File: src/rtl/bram_reader_pkg.sv
// Shared FSM state type and word/pixel geometry helpers for the BRAM stream reader.
package bram_reader_pkg;

    typedef enum logic [1:0] {
        IDLE,
        KLOAD,
        ISTREAM,
        FINISH
    } state_t;

    function automatic int pix_per_word(input int data_width, input int pixel_size);
        return data_width / pixel_size;
    endfunction

    function automatic int word_bytes(input int data_width);
        return data_width / 8;
    endfunction

endpackage

File: src/rtl/word_unpacker.sv
// Two-entry word FIFO that unpacks each word LSB-first into pixels on a valid/ready port.
module word_unpacker
    import bram_reader_pkg::*;
#(
    parameter int DATA_WIDTH = 32,
    parameter int PIXEL_SIZE = 8
) (
    input  logic                  clk,
    input  logic                  reset,
    input  logic                  flush,
    input  logic                  push,
    input  logic [DATA_WIDTH-1:0] push_data,
    input  logic                  push_last,
    input  logic [1:0]            inflight,
    output logic                  space_avail,
    output logic [PIXEL_SIZE-1:0] pixel,
    output logic                  pixel_valid,
    input  logic                  pixel_ready,
    output logic                  pixel_last
);

    localparam int PPW = pix_per_word(DATA_WIDTH, PIXEL_SIZE);
    localparam int SEL_W = (PPW > 1) ? $clog2(PPW) : 1;
    localparam logic [SEL_W-1:0] SEL_LAST = SEL_W'(PPW - 1);

    logic [DATA_WIDTH-1:0] word_reg [2];
    logic                  last_reg [2];
    logic                  wr_ptr_reg;
    logic                  rd_ptr_reg;
    logic [1:0]            count_reg;
    logic [SEL_W-1:0]      sel_reg;

    logic [DATA_WIDTH-1:0] head_word;
    logic                  head_last;
    logic                  xfer;
    logic                  pop;

    assign head_word   = word_reg[rd_ptr_reg];
    assign head_last   = last_reg[rd_ptr_reg];
    assign pixel_valid = (count_reg != 2'd0);
    assign pixel       = head_word[sel_reg*PIXEL_SIZE +: PIXEL_SIZE];
    assign pixel_last  = pixel_valid && head_last && (sel_reg == SEL_LAST);
    assign xfer        = pixel_valid && pixel_ready;
    assign pop         = xfer && (sel_reg == SEL_LAST);

    // Reads already issued to the BRAM reserve a slot so a return can never overrun the FIFO.
    assign space_avail = ({1'b0, count_reg} + {1'b0, inflight}) < 3'd2;

    always_ff @(posedge clk) begin
        if (reset) begin
            for (int i = 0; i < 2; i++) begin
                word_reg[i] <= '0;
                last_reg[i] <= 1'b0;
            end
        end else if (push) begin
            word_reg[wr_ptr_reg] <= push_data;
            last_reg[wr_ptr_reg] <= push_last;
        end
    end

    always_ff @(posedge clk) begin
        if (reset || flush) begin
            wr_ptr_reg <= 1'b0;
            rd_ptr_reg <= 1'b0;
            count_reg  <= 2'd0;
            sel_reg    <= '0;
        end else begin
            if (push) begin
                wr_ptr_reg <= ~wr_ptr_reg;
            end
            if (pop) begin
                rd_ptr_reg <= ~rd_ptr_reg;
                sel_reg    <= '0;
            end else if (xfer) begin
                sel_reg <= sel_reg + 1'b1;
            end
            case ({push, pop})
                2'b10:   count_reg <= count_reg + 2'd1;
                2'b01:   count_reg <= count_reg - 2'd1;
                default: count_reg <= count_reg;
            endcase
        end
    end

endmodule

File: src/rtl/bram_stream_reader.sv
// Loads a kernel bank from BRAM and streams a batch of images as pixels with backpressure.
module bram_stream_reader
    import bram_reader_pkg::*;
#(
    parameter int                    DATA_WIDTH   = 32,
    parameter int                    ADDR_WIDTH   = 32,
    parameter int                    PIXEL_SIZE   = 8,
    parameter logic [ADDR_WIDTH-1:0] KERNEL_ADDR  = 32'hA000_0000,
    parameter logic [ADDR_WIDTH-1:0] IMAGE_ADDR   = 32'hA000_0024,
    parameter int                    KERNEL_WORDS = 9,
    parameter int                    IMAGE_WORDS  = 196,
    parameter int                    NUM_IMAGES   = 3
) (
    input  logic                               clk,
    input  logic                               reset,
    output logic [ADDR_WIDTH-1:0]              bram_addr,
    output logic                               bram_en,
    input  logic [DATA_WIDTH-1:0]              bram_data,
    input  logic                               read_kernel,
    output logic [KERNEL_WORDS*DATA_WIDTH-1:0] kernel,
    output logic                               kernel_valid,
    input  logic                               read_image,
    output logic [PIXEL_SIZE-1:0]              pixel,
    output logic                               pixel_valid,
    input  logic                               pixel_ready,
    output logic                               pixel_last,
    output logic [$clog2(NUM_IMAGES+1)-1:0]    image_idx,
    output logic                               busy,
    output logic                               done,
    input  logic                               interrupt
);

    localparam int TOTAL = IMAGE_WORDS * NUM_IMAGES;
    localparam int MAX_WORDS = (TOTAL > KERNEL_WORDS) ? TOTAL : KERNEL_WORDS;
    localparam int CNT_W = $clog2(MAX_WORDS + 1);
    localparam int IW_W = $clog2(IMAGE_WORDS + 1);
    localparam int IDX_W = $clog2(NUM_IMAGES + 1);

    localparam logic [CNT_W-1:0]      KW_C     = CNT_W'(KERNEL_WORDS);
    localparam logic [CNT_W-1:0]      KW_LAST  = CNT_W'(KERNEL_WORDS - 1);
    localparam logic [CNT_W-1:0]      TOTAL_C  = CNT_W'(TOTAL);
    localparam logic [IW_W-1:0]       IW_LAST  = IW_W'(IMAGE_WORDS - 1);
    localparam logic [IDX_W-1:0]      IDX_LAST = IDX_W'(NUM_IMAGES - 1);
    localparam logic [ADDR_WIDTH-1:0] STEP     = ADDR_WIDTH'(word_bytes(DATA_WIDTH));

    state_t                state_reg;
    logic [ADDR_WIDTH-1:0] bram_addr_reg;
    logic                  bram_en_reg;
    logic                  data_valid_reg;
    logic [CNT_W-1:0]      rd_cnt_reg;
    logic [CNT_W-1:0]      cap_cnt_reg;
    logic [IW_W-1:0]       rx_word_reg;
    logic [IDX_W-1:0]      image_idx_reg;
    logic                  kernel_valid_reg;
    logic                  done_reg;

    logic       kcap;
    logic       push;
    logic       space_avail;
    logic [1:0] inflight;
    logic       xfer;

    assign bram_addr    = bram_addr_reg;
    assign bram_en      = bram_en_reg;
    assign kernel_valid = kernel_valid_reg;
    assign image_idx    = image_idx_reg;
    assign done         = done_reg;
    assign busy         = (state_reg != IDLE);

    // data_valid_reg marks the cycle a read's data is on bram_data; an abort drops it.
    assign kcap     = data_valid_reg && (state_reg == KLOAD) && !interrupt;
    assign push     = data_valid_reg && (state_reg == ISTREAM) && !interrupt;
    assign inflight = {1'b0, bram_en_reg} + {1'b0, data_valid_reg};
    assign xfer     = pixel_valid && pixel_ready;

    generate
        for (genvar gi = 0; gi < KERNEL_WORDS; gi++) begin : g_bank
            logic [DATA_WIDTH-1:0] word_reg;
            always_ff @(posedge clk) begin
                if (reset) begin
                    word_reg <= '0;
                end else if (kcap && (cap_cnt_reg == CNT_W'(gi))) begin
                    word_reg <= bram_data;
                end
            end
            assign kernel[gi*DATA_WIDTH +: DATA_WIDTH] = word_reg;
        end
    endgenerate

    word_unpacker #(
        .DATA_WIDTH(DATA_WIDTH),
        .PIXEL_SIZE(PIXEL_SIZE)
    ) u_unpacker (
        .clk        (clk),
        .reset      (reset),
        .flush      (interrupt),
        .push       (push),
        .push_data  (bram_data),
        .push_last  (rx_word_reg == IW_LAST),
        .inflight   (inflight),
        .space_avail(space_avail),
        .pixel      (pixel),
        .pixel_valid(pixel_valid),
        .pixel_ready(pixel_ready),
        .pixel_last (pixel_last)
    );

    always_ff @(posedge clk) begin
        if (reset) begin
            state_reg        <= IDLE;
            bram_addr_reg    <= '0;
            bram_en_reg      <= 1'b0;
            data_valid_reg   <= 1'b0;
            rd_cnt_reg       <= '0;
            cap_cnt_reg      <= '0;
            rx_word_reg      <= '0;
            image_idx_reg    <= '0;
            kernel_valid_reg <= 1'b0;
            done_reg         <= 1'b0;
        end else if (interrupt) begin
            state_reg      <= IDLE;
            bram_en_reg    <= 1'b0;
            data_valid_reg <= 1'b0;
            image_idx_reg  <= '0;
            done_reg       <= 1'b0;
        end else begin
            data_valid_reg <= bram_en_reg;
            bram_en_reg    <= 1'b0;
            done_reg       <= 1'b0;
            case (state_reg)
                IDLE: begin
                    if (read_kernel) begin
                        state_reg        <= KLOAD;
                        kernel_valid_reg <= 1'b0;
                        bram_en_reg      <= 1'b1;
                        bram_addr_reg    <= KERNEL_ADDR;
                        rd_cnt_reg       <= CNT_W'(1);
                        cap_cnt_reg      <= '0;
                    end else if (read_image) begin
                        state_reg     <= ISTREAM;
                        bram_en_reg   <= 1'b1;
                        bram_addr_reg <= IMAGE_ADDR;
                        rd_cnt_reg    <= CNT_W'(1);
                        rx_word_reg   <= '0;
                        image_idx_reg <= '0;
                    end
                end
                KLOAD: begin
                    if (rd_cnt_reg < KW_C) begin
                        bram_en_reg   <= 1'b1;
                        bram_addr_reg <= bram_addr_reg + STEP;
                        rd_cnt_reg    <= rd_cnt_reg + 1'b1;
                    end
                    if (data_valid_reg) begin
                        cap_cnt_reg <= cap_cnt_reg + 1'b1;
                        if (cap_cnt_reg == KW_LAST) begin
                            kernel_valid_reg <= 1'b1;
                            done_reg         <= 1'b1;
                            state_reg        <= FINISH;
                        end
                    end
                end
                ISTREAM: begin
                    if ((rd_cnt_reg < TOTAL_C) && space_avail) begin
                        bram_en_reg   <= 1'b1;
                        bram_addr_reg <= bram_addr_reg + STEP;
                        rd_cnt_reg    <= rd_cnt_reg + 1'b1;
                    end
                    if (data_valid_reg) begin
                        rx_word_reg <= (rx_word_reg == IW_LAST) ? '0 : rx_word_reg + 1'b1;
                    end
                    if (xfer && pixel_last) begin
                        image_idx_reg <= image_idx_reg + 1'b1;
                        if (image_idx_reg == IDX_LAST) begin
                            done_reg  <= 1'b1;
                            state_reg <= FINISH;
                        end
                    end
                end
                FINISH: begin
                    state_reg <= IDLE;
                end
                default: begin
                    state_reg <= IDLE;
                end
            endcase
        end
    end

endmodule

File: config.mk
export PLATFORM = sky130hd
export DESIGN_NAME = bram_stream_reader
export DESIGN_NICKNAME = d
export VERILOG_FILES = /design/src/rtl/bram_reader_pkg.sv /design/src/rtl/word_unpacker.sv /design/src/rtl/bram_stream_reader.sv
export SDC_FILE = /design/constraint.sdc
export NUM_CORES = 1
export LEC_CHECK = 0
export CAP_MARGIN = 10
export CORE_MARGIN = 2
export CORE_UTILIZATION = 47
export DETAILED_ROUTE_END_ITERATION = 7
export DONT_BUFFER_PORTS = 1
export HOLD_SLACK_MARGIN = 0.06
export PLACE_DENSITY = 0.65
export SETUP_SLACK_MARGIN = 0.4
export SYNTH_ARGS = -nofsm -noshare
export SYNTH_HDL_FRONTEND = slang
export SYNTH_SLANG_ARGS = --single-unit
File: constraint.sdc
create_clock -name clk -period 4.05 [get_ports clk]
set_clock_uncertainty 0.15 [all_clocks]
set_input_delay 0.405 -clock clk [delete_from_list [all_inputs] [get_ports clk]]
set_output_delay 0.405 -clock clk [all_outputs]
set_load 0.1 [all_outputs]
==> impl_metrics.yaml, run 1 <==
outcome:
  status: "complete, no violations"
power_and_ir_drop:
  leakage_uw: 0.00727
  powerDensity_nw_per_um2: 450
  p_switching_uw: 2080
  vdd_drop_max_mv: 0.468
  power.internal_uw: 7060
  power_frac_comb_pct: 4.5
  p_sw_share_pct: 22.8
  p_clk_share_pct: 47.8
  pwr-share-seq_pct: 47.7
die:
  die_w_um: 193
  rows: 69
  dieArea_um2: 37200
  start_util_pct: 47.4
  coreArea_um2: 35300
  die_h_um: 193
  boundaryPins: 374
synth:
  synth.largest_area_cell: "dfxtp_1"
  async_reset_ff_share_pct: 0
  syn_area_per_cell_um2: 8.63
  ys_top_cells_by_count: "nand2_1 (611), dfxtp_1 (361), a21oi_1 (334)"
  yosysTopAreaCellShare_pct: 43.1
  synth_area_leaders: "dfxtp_1 (43%), nand2_1 (14%), edfxtp_1 (12%)"
  synth_ff_type: "dfxtp_1"
  ys_warn_count: 0
  synth_edf_count: 66
  synthesis.area_um2: 16700
  synth_most_common_cell: "nand2_1"
  synthDistinctLibCells: 59
  ys_seq_area_share_pct: 55.0
  ys_seq_elements: 427
  synthCells: 1942
layout:
  area_delta_synth_final_pct: 21.3
  layout-drive-gt1-share_pct: 8.14
  fillers: 3003
  finalNetCount: 2094
  largest_reg_flops: 288
  finalNonFillerCells: 2538
routing:
  drt_pass1_iterations: 5
  vias: 14300
  via_per_inst: 5.62
  wl_mm: 56.2
  wl_per_cell_um: 22.2
  drtIter0Drc: 1180
  ant_nets: 0
  drc: 0
run:
  maxCapViolations: 0
critical_path:
  critical_path_class: "reg -> reg"
  regToRegSetupSlack_ns: 0.63
  end_kind: "flop"
  reg2reg_from: "u_unpacker.count_reg[0]"
  reg2reg_depth: 8
  cp_max_fo: 7
  start_kind: "flop"
  cp.required_ns: 4.41
  cp.arrival_ns: 3.78
  timing.rr.end: "bram_addr[29]"
timing:
  setup_tns_ns: 0
  hold_viol_final: 0
  fin_crit_ns: 3.42
  final-setup-viol-count: 0
  rsz0062_at_grt: "false"
  worst_pin_slew_ns: 1.09
  drv_slew: 0
  maxSlewHeadroom_pct: 25.6
  timing.fmax_mhz: 292
  period_share_pct: 84.5
clock_tree:
  clk_pin_slew_ns: 0.06
  cts_buffers: 45
  cts-root-buf: "clkbuf_16"
  cts.sinks: 427
  cts_tree: "built"
  insertion_delay_ns: 0.57
  h-tree-depth: 2
  cts_buffer_depth: 3
placement:
  gp_congestion: 0.810
  port_buffers: 0
  place_inst: 2289
  place_hpwl_mm: 32.3
global_routing:
  antenna_found_initial: 8
  grt_util_all_layers_pct: 29.4
  grt_pass1_wl_mm: 82.2
  first_global_vias: 13600
  met2_usage_pct: 44.5
  met1_usage_pct: 37.3
  grt.met3_usage_pct: 11.2
  overflow: 0
  grt_max_degree: 180
  busiest_layer: "met2"
hold_path:
  whs_path_depth: 3
  hold_path_end: "u_unpacker.rd_ptr_reg"
  hp-class: "in -> reg"
  min-delay-start: "pixel_ready"
-- repair_timing --
action / CTS / global route
buffers inserted: 0 / 0
hold buffers: 165 / 0
resized for setup: 0 / 3
setup endpoints to repair: 0 / 26
hold endpoints to repair: 385 / 0
-- per-layer routing --
metal	part of all wire, %	up-vias	wire length (µm)
met2	45	666	25200
li1	-	6670	-
met3	12	151	6620
met1	40	6768	22300
met5	0.062	-	35
met4	3.8	6	2150
-- worst max-delay path, cell delays in order, from the launching register on --
cell and delay, ns:
dfxtp_1 0.42, ha_1 0.27, a211o_1 0.30, a311o_1 0.39
a211oi_1 0.64, buf_4 0.29, o21ai_0 0.10, a211oi_1 0.25
dlygate4sd3_1 0.57
-- stage by stage --
step	utilization (%)	total power, µW	setup slack [ns]	hold WS (ns)	cell area, µm²
floorplan	-	4740	0.607	0.312	16800
global route	57.5	9370	0.405	0.100	20300
finish	57.5	9140	0.627	0.0831	20300
CTS	57.5	9180	0.413	0.0606	20300
detailed placement	48.3	4720	0.946	0.332	17100
global placement	48.3	4710	1.05	0.316	17100
-- logic make-up (layout without fill, tap and decap cells) --
family / after synthesis / in the layout / share of synthesized area [%]
flops: 427 / 427 / 55.0
simple gates: 860 / 860 / 22.4
compound gates: 404 / 404 / 12.9
fa+ha+maj: 16 / 16 / 1.20
buf+inv: 185 / 317 / 4.43
xor+xnor: 19 / 19 / 0.994
other cells: 1 / 4 / 0.0224
mux: 30 / 30 / 3.06
-- area by class of cell --
class,count,area [µm²],share of cell area (%)
timing repair buffer,215,2040,10.1
inverter,20,75.1,0.369
sequential,427,9210,45.3
tap,461,577,2.84
clock buffer,64,1370,6.76
antenna,2,5.00,0.0246
clock inverter,18,206,1.02
multi-input combinational,1331,6830,33.6
-- power groups by stage --
stage | Clock (µW) | Sequential (µW) | Combinational, µW
finish | 4370 | 4360 | 414
global route | 4570 | 4370 | 434
CTS | 4410 | 4360 | 408
detailed placement | 0 | 4460 | 262
global placement | 0 | 4460 | 259
floorplan | 0 | 4490 | 258
-- cells in the final DEF, fill, tap and decap left out, types with 23 or more instances in the layout --
cell	synthesis	routed
dlygate4sd3_1	0	164
edfxtp_1	66	66
o21ai_0	27	27
a21oi_1	334	334
nand2_1	611	610
buf_4	2	50
nor2_1	46	46
and2_1	71	78
clkbuf_16	0	50
dfxtp_1	361	361
nand3_1	23	23
-- worst max-delay path by stage --
stage	slack, ns	depth (start not counted)	endpoint	startpoint
3_3_place_gp	1.05	5	bram_addr[21]	bram_addr[6]
2_1_floorplan	0.61	6	u_unpacker.last_reg[0]	state_reg[0]
3_5_place_dp	0.95	8	g_bank[7].word_reg[19]	state_reg[1]
6_report	0.63	8	bram_addr[29]	u_unpacker.count_reg[0]
5_1_grt	0.40	8	bram_addr[29]	u_unpacker.count_reg[0]
4_1_cts	0.41	9	g_bank[7].word_reg[1]	state_reg[1]
Power figures use the tool's default switching activity.
==> run 2, diff against run 1 <==
- PLACE_DENSITY: 0.65 -> 0.67
- clock period: 4.05 -> 3.06 ns (I/O delays scaled with it)
==> impl_metrics.yaml, run 2 (synthesis gave the netlist of run 1 again) <==
timing:
  final-setup-viol-count: 0
  maxSlewHeadroom_pct: 17.2
  setup_tns_ns: 0
  drv_slew: 0
  holdWs_ns: -0.330
  worst_pin_slew_ns: 1.24
  fin_crit_ns: 2.62
  fin_ws_ns: 0.442
  timing.fmax_mhz: 382
  period_share_pct: 85.6
  rsz0062_at_grt: "true"
  hold_viol_final: 50
critical_path:
  cp.required_ns: 3.39
  cp_max_fo: 9
  start_kind: "flop"
  critical_path_class: "reg -> reg"
  cp.arrival_ns: 2.95
  end_kind: "flop"
  regToRegSetupSlack_ns: 0.44
clock_tree:
  cts.sinks: 427
  cts_buffers: 45
  cts_tree: "built"
  cts_buffer_depth: 3
  insertion_delay_ns: 0.55
  h-tree-depth: 2
  clk_pin_slew_ns: 0.06
  cts-root-buf: "clkbuf_16"
global_routing:
  overflow: 0
  grt_max_degree: 313
  first_global_vias: 12800
  grt_util_all_layers_pct: 27.4
  grt_pass1_wl_mm: 77.6
  antenna_found_initial: 10
placement:
  dp_slack_ns: 0.274
  place_inst: 2314
  place_area_um2: 17300
  place_hpwl_mm: 32.6
  port_buffers: 0
  gp_congestion: 0.839
layout:
  largest_reg_flops: 288
  fillers: 3140
  area_delta_synth_final_pct: 16.5
  finalNetCount: 2005
  layout-drive-gt1-share_pct: 11.7
  fin_util_pct: 55.2
  final_common_cell: "nand2_1"
  multi_input_area_um2: 6960
  final_cell_mix: "nand2_1 (611), dfxtp_1 (337), a21oi_1 (334)"
  finalNonFillerCells: 2451
  fin_area_um2: 19500
  seqCellArea_um2: 9250
routing:
  ant_nets: 0
  wl_met2_mm: 24.4
  drtIter0Drc: 1144
  wl_met1_mm: 21.4
  wl_per_cell_um: 21.8
  wl_met3_mm: 6.31
  drc: 0
  dr.max_layer_used: "met5"
  drt_pass1_iterations: 7
  vias: 13900
  wl_mm: 53.5
  via_per_inst: 5.65
die:
  boundaryPins: 374
  die_w_um: 193
  start_util_pct: 47.4
  dieArea_um2: 37200
  die_h_um: 193
  rows: 69
  coreArea_um2: 35300
power_and_ir_drop:
  power_frac_comb_pct: 4.8
  p_clk_share_pct: 47.1
  leakage_uw: 0.00661
  p_sw_share_pct: 23.0
  power.internal_uw: 9230
  pwr-share-seq_pct: 48.1
  vdd_drop_max_mv: 0.445
  p_switching_uw: 2760
  powerDensity_nw_per_um2: 615
outcome:
  violations: "hold timing"
  status: "complete, but fails checks"
hold_path:
  hp-class: "in -> reg"
run:
  maxCapViolations: 0
## run 2: changes by cell type in the layout (fill, tap and decap cells not counted), moves of 8 or more
cell,previous run,this run
mux2_2,9,1
buf_4,50,68
dlygate4sd3_1,164,44
dfxtp_1,361,337
mux2_4,0,8
dfxtp_2,0,21
## run 2: metal layers
layer  GRT usage, %  vias up
met5              0        -
met4           7.87        8
met3           10.2      103
met2           42.4      630
met1           35.8     6620
li1               -     6494
## run 2: power groups by stage
stage / clock [µW] / combinational, µW / sequential, µW
final: 5650 / 577 / 5760
after global routing: 5930 / 605 / 5770
after CTS: 5720 / 561 / 5770
after detailed placement: 0 / 375 / 5890
after global placement: 0 / 370 / 5890
after floorplan: 0 / 345 / 5940
## run 2: worst max-delay path, cell delays in order (launching register included)
cell and delay (ns):
dfxtp_2 0.39, ha_4 0.21, a211o_1 0.28, a311o_2 0.41, a211o_4 0.43, or4_1 0.52
a21oi_1 0.15
## run 2: path summary, 6_finish.rpt
| check | start | to | depth (start not counted) |
|---|---|---|---|
| worst min-delay path | reset | g_bank[7].word_reg[21] | 1 |
| worst min register to register | g_bank[7].word_reg[18] | g_bank[7].word_reg[18] | 2 |
| worst max-delay path | u_unpacker.count_reg[0] | bram_addr[11] | 6 |
| worst max register to register | u_unpacker.count_reg[0] | bram_addr[11] | 6 |
## run 2: what timing repair did
item | CTS | global route
resized for setup | 8 | 22
endpoints found under the setup margin | 20 | 182
endpoints found under the hold margin | 393 | 310
buffers inserted | 0 | 3
pin swaps | 2 | 3
cloned | 3 | 1
hold buffers | 43 | 1
## run 2: metrics by stage
step                      power (µW)  hold slack, ns
final                          12000          -0.330
after global routing           12300          -0.346
after CTS                      12000          -0.339
after detailed placement        6260           0.251
after global placement          6260           0.247
after floorplan                 6280           0.296
## run 2: final cells by class
class | count | area share [%]
flip-flops and latches | 427 | 47.4
diodes | 2 | 0.0257
inverters | 20 | 0.404
multi-input cells | 1335 | 35.7
clock buffers | 61 | 6.65
repair buffers | 122 | 5.59
well taps | 461 | 2.96
clock inverters | 23 | 1.30
==> run 3, diff against run 2 <==
--- a/config.mk
+++ b/config.mk
@@ -7,12 +7,15 @@
 export LEC_CHECK = 0
 export CAP_MARGIN = 10
+export CELL_PAD_IN_SITES_DETAIL_PLACEMENT = 1
+export CELL_PAD_IN_SITES_GLOBAL_PLACEMENT = 1
 export CORE_MARGIN = 2
-export CORE_UTILIZATION = 47
+export CORE_UTILIZATION = 42
 export DETAILED_ROUTE_END_ITERATION = 7
 export DONT_BUFFER_PORTS = 1
 export HOLD_SLACK_MARGIN = 0.06
-export PLACE_DENSITY = 0.67
+export PLACE_DENSITY = 0.78
 export SETUP_SLACK_MARGIN = 0.4
 export SYNTH_ARGS = -nofsm -noshare
 export SYNTH_HDL_FRONTEND = slang
 export SYNTH_SLANG_ARGS = --single-unit
+export TNS_END_PERCENT = 10
--- a/constraint.sdc
+++ b/constraint.sdc
@@ -3,3 +3,3 @@
 set_input_delay 0.306 -clock clk [delete_from_list [all_inputs] [get_ports clk]]
 set_output_delay 0.306 -clock clk [all_outputs]
-set_load 0.1 [all_outputs]
+set_load 0.01 [all_outputs]
==> impl_metrics.yaml, run 3 (synthesis gave the netlist of run 1 again) <==
outcome:
  status: "complete, but fails checks"
  violations: "hold timing"
clock_tree:
  clk_pin_slew_ns: 0.06
  cts-root-buf: "clkbuf_16"
  cts_tree: "built"
  cts_buffers: 46
  cts_buffer_depth: 3
  post_cts_buffers: 0
  cts.sinks: 427
  insertion_delay_ns: 0.59
  cts_hold_buf: 49
  h-tree-depth: 2
critical_path:
  regToRegSetupSlack_ns: 0.34
  cp_slowest_cell: "a2111o_1"
  reg2reg_from: "bram_en"
  worstPathCellList: "ha_1 > a211o_1 > a311o_2 > a2111o_1 > or3_1 > a21oi_1"
  crit_path_start: "bram_en"
  cp_max_fo: 9
  critical_path_class: "reg -> reg"
  start_kind: "flop"
  reg2reg_depth: 6
  cp.required_ns: 3.41
  timing.rr.end: "bram_addr[19]"
  cp.arrival_ns: 3.06
  endpoint: "bram_addr[19]"
  critical_path.max_stage_delay_ns: 0.51
  end_kind: "flop"
routing:
  via_per_inst: 5.73
  ant_nets: 0
  wl_per_cell_um: 24.4
  wl_mm: 60.5
  drtIter0Drc: 969
  drc: 0
  vias: 14200
  drt_pass1_iterations: 5
placement:
  gp_congestion: 0.807
  place_hpwl_mm: 37.3
  place_inst: 2343
  port_buffers: 0
timing:
  rsz0062_at_grt: "true"
  setup_tns_ns: 0
  final-setup-viol-count: 0
  drv_slew: 0
  maxSlewHeadroom_pct: 26.9
  fin_crit_ns: 2.72
  timing.fmax_mhz: 368
  period_share_pct: 88.7
  holdWs_ns: -0.344
  worst_pin_slew_ns: 1.09
  hold_viol_final: 100
die:
  boundaryPins: 374
  die_w_um: 204
  die_h_um: 204
  start_util_pct: 42.4
  coreArea_um2: 39500
  dieArea_um2: 41500
  rows: 73
layout:
  largest_reg_flops: 288
  area_delta_synth_final_pct: 14.7
  final_cell_mix: "nand2_1 (611), dfxtp_1 (360), a21oi_1 (334)"
  finalNetCount: 1973
  fin_util_pct: 48.6
  final_common_cell: "nand2_1"
  finalNonFillerCells: 2481
  layout-drive-gt1-share_pct: 8.45
global_routing:
  grt_max_degree: 313
  grt_util_all_layers_pct: 28.4
  overflow: 0
  antenna_found_initial: 6
  first_global_vias: 14700
  grt_pass1_wl_mm: 89.7
power_and_ir_drop:
  powerDensity_nw_per_um2: 620
  leakage_uw: 0.00641
  vdd_drop_max_mv: 0.372
  power.total_uw: 11900
run:
  maxCapViolations: 0
hold_path:
  hp-class: "in -> reg"
-- run 3: cell types whose count changed in the layout (fill, tap and decap cells not counted), sizes merged --
| cell | before | now |
|---|---|---|
| buf | 78 | 40 |
| clkbuf | 61 | 67 |
| dlygate4sd3 | 44 | 49 |
| clkinv | 15 | 11 |
| clkinvlp | 3 | 0 |
| bufinv | 4 | 2 |
| diode | 2 | 4 |
-- run 3: worst max-delay path, delay by kind of cell, from the launching register on --
family / cells / cell delay [ns]
DFF: 1 / 0.33
adders and majority gates: 1 / 0.31
and+or+nand+nor: 1 / 0.38
AOI/OAI and AO/OA: 4 / 1.44
-- run 3: worst min path at each step --
stage	start	to	depth (start not counted)
5_1_grt	reset	bram_addr[18]	1
2_1_floorplan	bram_data[0]	g_bank[6].word_reg[0]	2
4_1_cts	reset	bram_addr[18]	1
3_5_place_dp	reset	bram_addr[18]	1
6_report	reset	bram_addr[18]	1
3_3_place_gp	reset	bram_addr[18]	1
-- run 3: metal layers --
metal	part of all wire, %	track usage (%)
met1	40	34.6
met2	47	46.4
met3	9.6	9.56
met4	3.1	10.8
met5	0.093	0
-- run 3: repair_timing --
item	in CTS	in global routing
gates cloned	4	0
gates resized for setup	3	6
endpoints found under the setup margin	31	275
pin swaps	3	0
endpoints found under the hold margin	406	311
-- run 3: cell type report --
cell class | count | area (µm²)
well taps | 525 | 657
inverters | 20 | 75.1
fillers | 4550 | 20300
clock inverters | 14 | 139
multi-input cells | 1335 | 6890
clock buffers | 67 | 1390
diodes | 4 | 10.0
flip-flops and latches | 427 | 9210
repair buffers | 89 | 832
-- run 3: where the power goes --
group          switching [µW]  internal (µW)
sequential               29.7           5740
clock                    2360           3320
combinational             331            136
-- run 3: metrics by stage --
step | cell area [µm²] | hold WS (ns) | setup WS [ns]
floorplan | 16800 | 0.296 | 0.446
global placement | 17100 | 0.249 | 0.270
detailed placement | 17100 | 0.252 | 0.141
CTS | 19200 | -0.377 | 0.386
global route | 19200 | -0.352 | 0.243
finish | 19200 | -0.344 | 0.345
